==> src/rtl/or_share_pkg.sv <==
// Shared types and helpers for the round-robin OR arbiter.
package or_share_pkg;

  typedef enum logic {
    ST_EMPTY = 1'b0,
    ST_FULL  = 1'b1
  } state_e;

  // Width of a requester index; a single requester still needs one bit.
  function automatic int id_width(input int n);
    return (n <= 1) ? 1 : $clog2(n);
  endfunction

  // Pointer moves to the requester just after the winner, wrapping to 0.
  function automatic int next_ptr(input int g, input int n);
    return (g == n - 1) ? 0 : g + 1;
  endfunction

endpackage

==> src/rtl/or_rr_picker.sv <==
// Combinational round-robin picker: first valid requester at or after ptr.
module or_rr_picker
  import or_share_pkg::*;
#(
  parameter  int NUM_REQ = 4,
  localparam int ID_W    = id_width(NUM_REQ)
) (
  input  logic [NUM_REQ-1:0] req_valid,
  input  logic [ID_W-1:0]    ptr,
  output logic               gnt_valid,
  output logic [ID_W-1:0]    gnt_idx
);

  logic [2*NUM_REQ-1:0] dbl;
  logic [NUM_REQ-1:0]   rot;
  logic [ID_W:0]        off;
  logic [ID_W:0]        sum;

  // Rotate the request vector so ptr sits at bit 0, priority-encode the
  // lowest set bit, then rotate the offset back into a requester index.
  always_comb begin
    // NOTE: every signal gets a default first so no path leaves it unassigned,
    // which would otherwise infer a latch.
    gnt_valid = 1'b0;
    off       = '0;
    dbl       = {req_valid, req_valid};
    rot       = NUM_REQ'(dbl >> ptr);
    for (int j = NUM_REQ - 1; j >= 0; j--) begin
      if (rot[j]) begin
        gnt_valid = 1'b1;
        off       = (ID_W + 1)'(j);
      end
    end
    sum = {1'b0, ptr} + off;
    if (sum >= (ID_W + 1)'(NUM_REQ)) begin
      sum = sum - (ID_W + 1)'(NUM_REQ);
    end
    gnt_idx = sum[ID_W-1:0];
  end

endmodule

==> src/rtl/or_share_arbiter.sv <==
// Round-robin arbiter sharing one registered OR datapath among requesters.
module or_share_arbiter
  import or_share_pkg::*;
#(
  parameter  int NUM_REQ = 4,
  parameter  int WIDTH   = 8,
  localparam int ID_W    = id_width(NUM_REQ)
) (
  input  logic                     clock,
  input  logic                     reset,
  input  logic [NUM_REQ-1:0]       req_valid,
  output logic [NUM_REQ-1:0]       req_ready,
  input  logic [NUM_REQ*WIDTH-1:0] req_a,
  input  logic [NUM_REQ*WIDTH-1:0] req_b,
  output logic                     out_valid,
  input  logic                     out_ready,
  output logic [WIDTH-1:0]         out_y,
  output logic [ID_W-1:0]          out_id,
  output logic                     busy
);

  state_e           state;
  logic [ID_W-1:0]  ptr;
  logic             load_en;
  logic             gnt_valid;
  logic [ID_W-1:0]  gnt_idx;
  logic [WIDTH-1:0] sel_a;
  logic [WIDTH-1:0] sel_b;

  or_rr_picker #(
    .NUM_REQ (NUM_REQ)
  ) u_picker (
    .req_valid (req_valid),
    .ptr       (ptr),
    .gnt_valid (gnt_valid),
    .gnt_idx   (gnt_idx)
  );

  // The result register may load when empty or when it drains this cycle.
  assign load_en = !reset && (state == ST_EMPTY || out_ready);

  // Ready only to the winner, and only when its pair can actually be stored.
  always_comb begin
    req_ready = '0;
    for (int i = 0; i < NUM_REQ; i++) begin
      req_ready[i] = load_en && gnt_valid && (gnt_idx == ID_W'(i));
    end
  end

  // Steer the winner's operands; lanes that are not selected never reach the OR.
  always_comb begin
    sel_a = '0;
    sel_b = '0;
    for (int i = 0; i < NUM_REQ; i++) begin
      if (gnt_idx == ID_W'(i)) begin
        sel_a = req_a[i*WIDTH +: WIDTH];
        sel_b = req_b[i*WIDTH +: WIDTH];
      end
    end
  end

  // EMPTY/FULL state machine owning the result register and the rr pointer.
  always_ff @(posedge clock) begin
    // NOTE: state registers use non-blocking assignments so every flop
    // samples pre-edge values regardless of statement order.
    if (reset) begin
      state  <= ST_EMPTY;
      ptr    <= '0;
      out_y  <= '0;
      out_id <= '0;
    end else if (load_en) begin
      if (gnt_valid) begin
        state  <= ST_FULL;
        out_y  <= sel_a | sel_b;
        out_id <= gnt_idx;
        ptr    <= ID_W'(next_ptr(int'(gnt_idx), NUM_REQ));
      end else begin
        state <= ST_EMPTY;
      end
    end
  end

  assign out_valid = (state == ST_FULL);
  assign busy      = out_valid;

endmodule

==> config.mk <==
export PLATFORM = sky130hd
export DESIGN_NAME = or_share_arbiter
export DESIGN_NICKNAME = d
export VERILOG_FILES = /design/src/rtl/or_share_pkg.sv /design/src/rtl/or_rr_picker.sv /design/src/rtl/or_share_arbiter.sv
export SDC_FILE = /design/constraint.sdc
export NUM_CORES = 1
export LEC_CHECK = 0
export CORE_UTILIZATION = 32
export CTS_BUF_LIST = sky130_fd_sc_hd__clkbuf_8 sky130_fd_sc_hd__clkbuf_16
export DETAILED_ROUTE_END_ITERATION = 10
export GPL_TIMING_DRIVEN = 1
export PLACE_DENSITY = 0.85
export RECOVER_POWER = 50
export SYNTH_ARGS = -nofsm -noshare
export SYNTH_HDL_FRONTEND = slang
export SYNTH_SLANG_ARGS = --single-unit
==> constraint.sdc <==
create_clock -name clock -period 4.6 [get_ports clock]
set_input_delay 0.92 -clock clock [delete_from_list [all_inputs] [get_ports clock]]
set_output_delay 0.92 -clock clock [all_outputs]
set_load 0.01 [all_outputs]
### Word-level counts from Yosys, hierarchy flattened

Index checks and enable logic that the tools add are counted.

* flip-flop bits (word level): 13
* latch bits: 0
* memory bits (writable): 0
* bits in read-only memories: 0
* input bits: 71
* output and inout bits: 16
* logic and storage cells: 44
* memories kept: 0

* add/sub/neg operators: 3
* multipliers: 0
* divide/modulo/power cells: 0
* order comparisons: 1
* equality and inequality tests: 4
* shifts and indexed selects: 1
* multiplexer cells: 19
* bitwise gates (word level): 2
* reduce and logical (&&, ||, !) cells: 10

Operators by type and width (number)
* 8-bit two-way mux: 8
* 2-bit two-way mux: 6
* 8-bit OR: 1
* 8-bit by 2-bit >> shifter with 4-bit output: 1
* 1-bit logical AND: 6
* 1-bit two-way mux: 5
* 2-bit by 1-bit == test with 1-bit output, second input constant: 2
* 2-bit == test, second input constant: 2
* 2-bit by 2-bit adder with 3-bit output: 1
* 3-bit greater-or-equal comparator, second input constant: 1
* 2-bit by 1-bit adder with 2-bit output, second input constant: 1
* 2-bit zero test: 1
* 2-bit AND reduction: 1
* 2-bit by 1-bit subtractor with 2-bit output, second input constant: 1
* 1-bit zero test: 1
* 1-bit logical OR: 1
* 1-bit NOT: 1

### Depth between registers and ports, before layout

* depth in word-level cells: 14
* mapped depth: 15
* gate-level depth less buffers: 13

### Cells and area by module

A second synthesis with hierarchy kept.

* cell total of the unflattened synthesis: 145
* area, all modules: 1114.8 um^2

By module, submodules not included
* or_share_arbiter: times used 1, cells an instance 122, area each 934.6 um^2, sequential area each 260.2 um^2
* or_rr_picker: times used 1, cells an instance 23, area each 180.2 um^2, sequential area each 0.0 um^2

### Least setup slack after synthesis

OpenSTA, ideal clock, no wires.

* path type: input -> output
* start point: in req_valid[0]
* end point: out req_ready[3]
* arrival time: 2.981 ns
* required time: 3.680 ns
* path slack: 0.699 ns
* stages: 11
* buffers on the path: 3
* path through: buf_4 > or4_1 > o2111ai_1 > ha_1 > xnor2_1 > xnor2_1 > inv_1 > ha_1 > clkbuf_1 > clkbuf_1 > and2_1

* word-level cells in the longest chain between the ends: 10
* elaborated cells between the ends (all ways): 16
* those cells by class: add/sub: 2; order compare: 1; eq/ne: 1; shift: 1; mux: 9; reduce/logical: 2

RTL lines
* start, declared: line or_share_arbiter.sv:11 `input logic [NUM_REQ-1:0] req_valid,`
* 8-bit by 2-bit >> shifter with 4-bit output (*): line or_rr_picker.sv:27 `rot = NUM_REQ'(dbl >> ptr);`
* 2-bit two-way mux (3 in a row): line or_rr_picker.sv:29 `if (rot[j]) begin`
* 2-bit two-way mux (*): line or_rr_picker.sv:29
* 2-bit by 2-bit adder with 3-bit output (*): line or_rr_picker.sv:34 `sum = {1'b0, ptr} + off;`
* 3-bit greater-or-equal comparator / 2-bit by 1-bit subtractor with 2-bit output (equally long branches): line or_rr_picker.sv:35, or_rr_picker.sv:36
* 2-bit two-way mux (*): line or_rr_picker.sv:35 `if (sum >= (ID_W + 1)'(NUM_REQ)) begin`
* via gnt_idx[1]: line or_share_arbiter.sv:26 `logic [ID_W-1:0] gnt_idx;`
* 2-bit == test (*): line or_share_arbiter.sv:46 `req_ready[i] = load_en && gnt_valid && (gnt_idx == ID_W'(i));`
* 1-bit logical AND (*): line or_share_arbiter.sv:46
* end, declared: line or_share_arbiter.sv:12 `output logic [NUM_REQ-1:0] req_ready,`

The timed path passes the listed nets; every way through them passes the cells marked *.

### Worst setup path after layout

* start point: in req_valid[2]
* end point: out req_ready[3]

Same word-level chain as after synthesis.

==> results by group <==
STA
  • Max Fclk: between 0.2 and 0.25 GHz
  • Setup violations, final: 0
  • Final critical-path required period: 4400 ps
  • Fin. max-slew vios: 0
  • Sum Neg Setup Slack: 0 ps
  • Rel. slew slack: 42.0%
  • Tcrit/Tclk final: a little over nine tenths
  • Unrepaired setup endpoints after global routing: false
  • Final WS setup: between 150 and 200 ps
  • Final Skew: between 6 and 7 ps
  • Final hold vios: 0
  • Slew @ Worst Pin: around 860 ps

Placement
  • DP Area: between 1500 and 2000 um^2
  • Placed wire-length estimate: about 2.8 mm
  • Pre-CTS setup slack: 9.15 ps
  • IO Port Bufs: 86
  • Cells after DPL: 275
  • GPL Wtd Cong: 0.728

Final layout
  • Fin area: between 1500 and 2000 um^2
  • Antenna diodes: 0
  • Synth-to-layout area growth: 92.0%
  • Share of cells above drive strength 1: under 10%
  • Cell Count, Final, Fillers Out: ~280
  • Layout Nets: between 300 and 400

Detailed routing
  • Post-DRT Antenna Nets: 0
  • Wire length per cell after detailed routing: 12.7 um
  • Vias/cell: a little under 5
  • Final WL: between 3 and 4 mm
  • Pre-Repair DR Iteration Count: 4
  • Initial DRC count: 48
  • Vias: 1361
  • Post-detailed-route DRC marker count: 0

Floorplanning
  • Initial core utilization: between 30% and 40%
  • Row count: 20
  • Die height: just under 60 um
  • Die area: approximately 3400 um^2
  • I/O Pins: between 80 and 90
  • Die W: roughly 60 um
  • Core ar.: between 3000 and 4000 um^2

Setup path
  • CP Launch Type: input port
  • Critical Path Fanout Max: 6
  • WP data arrival: 3480 ps
  • CP Capture Type: output port
  • Crit Path Class: in2out
  • CP required: 3680 ps

Clock tree
  • CTS Root Cell: clkbuf_8
  • CTS buffer count: 3
  • Clock sinks: 13
  • CTS tree: built
  • Clk slew on worst S/H paths: about 50 ps
  • Worst skew pair latency: about 250 ps
  • CTS max path bufs: 2
  • Post-CTS Setup Repair Bufs: 0
  • CTS hold repair buffers: 0
  • CTS HTree Levels: 1
  • Resize count post-CTS: 1

Job
  • Max-cap violations: 0

Yosys
  • Seq cells post-synth: 13
  • Register area share after synthesis: between 20% and 30%
  • Syn_nets: about 230
  • Yosys cell types: 28
  • Post-Syn Instances: 149
  • Post-Synthesis Cell Area: just over 1000 um^2
  • Average cell area after synthesis: between 6 and 7 um^2
  • Warnings, synthesis: 0

Power
  • Worst vdd ir: ~0.24 mV
  • Cell Pwr Density: 418 nW/um^2
  • Static Leak: between 0.0008 and 0.0009 uW

Global route
  • Global Route Usage Sum: between 20% and 30%
  • Wire length of the first global-routing pass: around 5.7 mm
  • Initial antenna violation count: 0
  • Largest net degree at the start of global routing: 18
  • Remaining global-route overflow: 0
  • Vias in the first global route: about 1.3k

Outcome
  • Status: completed

Min path
  • Worst min path class: reg2reg
-- layer usage --
metal | track usage [%] | routed length [um] | up-vias
li1 | - | - | 703
met2 | 41.1 | 1880 | 53
met3 | 7.03 | 263 | 2
met5 | 0 | 0 | -
met4 | 3.74 | 10 | 0
met1 | 23.5 | 1390 | 603
-- worst max-delay path: stages --
cell             delay [ps]
clkdlybuf4s50_1         500
or4_1                   500
o2111ai_1               110
ha_1                    190
xnor2_1                 160
xnor2_2                 190
inv_1                   100
ha_1                    190
and2_1                  150
clkdlybuf4s50_1         480
-- state kept, by name, indices dropped and copies added (netlist names) --
signal / count
out_y: 8
out_id: 2
ptr: 2
busy: 1
-- where the power goes --
part           internal [uW]  switching [uW]
logic                    260             280
clock network           59.9            43.1
registers                154            28.5
-- final cells by class --
class | count | area (um^2)
clock buffer | 3 | 41.3
clock inverter | 1 | 5.00
fill | 291 | 1080
inverter | 4 | 15.0
multi-input combinational | 121 | 677
sequential | 13 | 260
tap | 44 | 55.1
timing repair buffer | 93 | 918
-- stage by stage --
step | util (%) | power, uW | hold WS, ps
floorplan | - | 486 | 509
global placement | 63.5 | 729 | 480
detailed placement | 63.5 | 739 | 481
CTS | 65.3 | 855 | 491
global route | 64.6 | 899 | 527
finish | 64.6 | 825 | 486
-- cell families (layout without fill, tap and decap cells) --
kind of cell / count (synthesis) / count (layout) / synth area share, %
XOR/XNOR: 2 / 2 / 1.71
adder cells (fa/ha/maj): 5 / 5 / 6.09
flip-flops: 13 / 13 / 25.3
AO/OA/AOI/OAI: 66 / 66 / 35.3
buffers and inverters: 15 / 101 / 6.94
AND/OR/NAND/NOR: 47 / 47 / 23.6
multiplexers: 1 / 1 / 0.974
-- Yosys cell counts, drive strengths merged --
cell / number / area [um^2]
o21ai: 34 / 170
nor2: 19 / 73.8
a21oi: 17 / 85.1
dfxtp: 13 / 260
nand2: 13 / 48.8
a31oi: 8 / 50.1
buf: 7 / 41.3
ha: 5 / 62.6
and2: 4 / 25.0
clkbuf: 4 / 15.0
inv: 4 / 15.0
nor2b: 3 / 18.8
o211ai: 3 / 22.5
nand2b: 2 / 12.5
nor3: 2 / 21.3
o32ai: 2 / 17.5
xnor2: 2 / 17.5
a32oi: 1 / 8.76
and3: 1 / 6.26
mux2i: 1 / 10.0
nor3b: 1 / 7.51
nor4: 1 / 21.3
o2111ai: 1 / 8.76
or4: 1 / 7.51
-- final timing paths --
kind	start	to	slack, ps	cells after the start
worst max-delay path	req_valid[2]	req_ready[3]	200	10
worst min-delay path	out_id[0]	out_id[0]	490	2
worst max register to register	ptr[0]	out_y[2]	1620	12
worst min register to register	out_id[0]	out_id[0]	490	2
-- placed cells by master (no fill, tap or decap) --
master           synthesis  layout
clkdlybuf4s50_1          0      72
o21ai_0                 34      34
nor2_1                  18      18
a21oi_1                 17      17
nand2_1                 13      13
dfxtp_1                 13      13
dlygate4sd3_1            0      12
a31oi_1                  8       8
buf_4                    3       7
ha_1                     5       5
inv_1                    4       4
and2_1                   4       4
o211ai_1                 3       3
nor2b_1                  3       3
clkbuf_8                 0       3
nand2b_1                 2       2
o32ai_1                  2       2
nor3_1                   1       2
dlymetal6s2s_1           0       2
nor2_2                   1       1
a32oi_1                  1       1
xnor2_1                  2       1
xnor2_2                  0       1
and3_1                   1       1
or4_1                    1       1
o2111ai_1                1       1
nor4_1                   0       1
mux2i_1                  1       1
nor3b_1                  1       1
clkinv_2                 0       1
No activity file was read; power rests on OpenSTA's default activity.
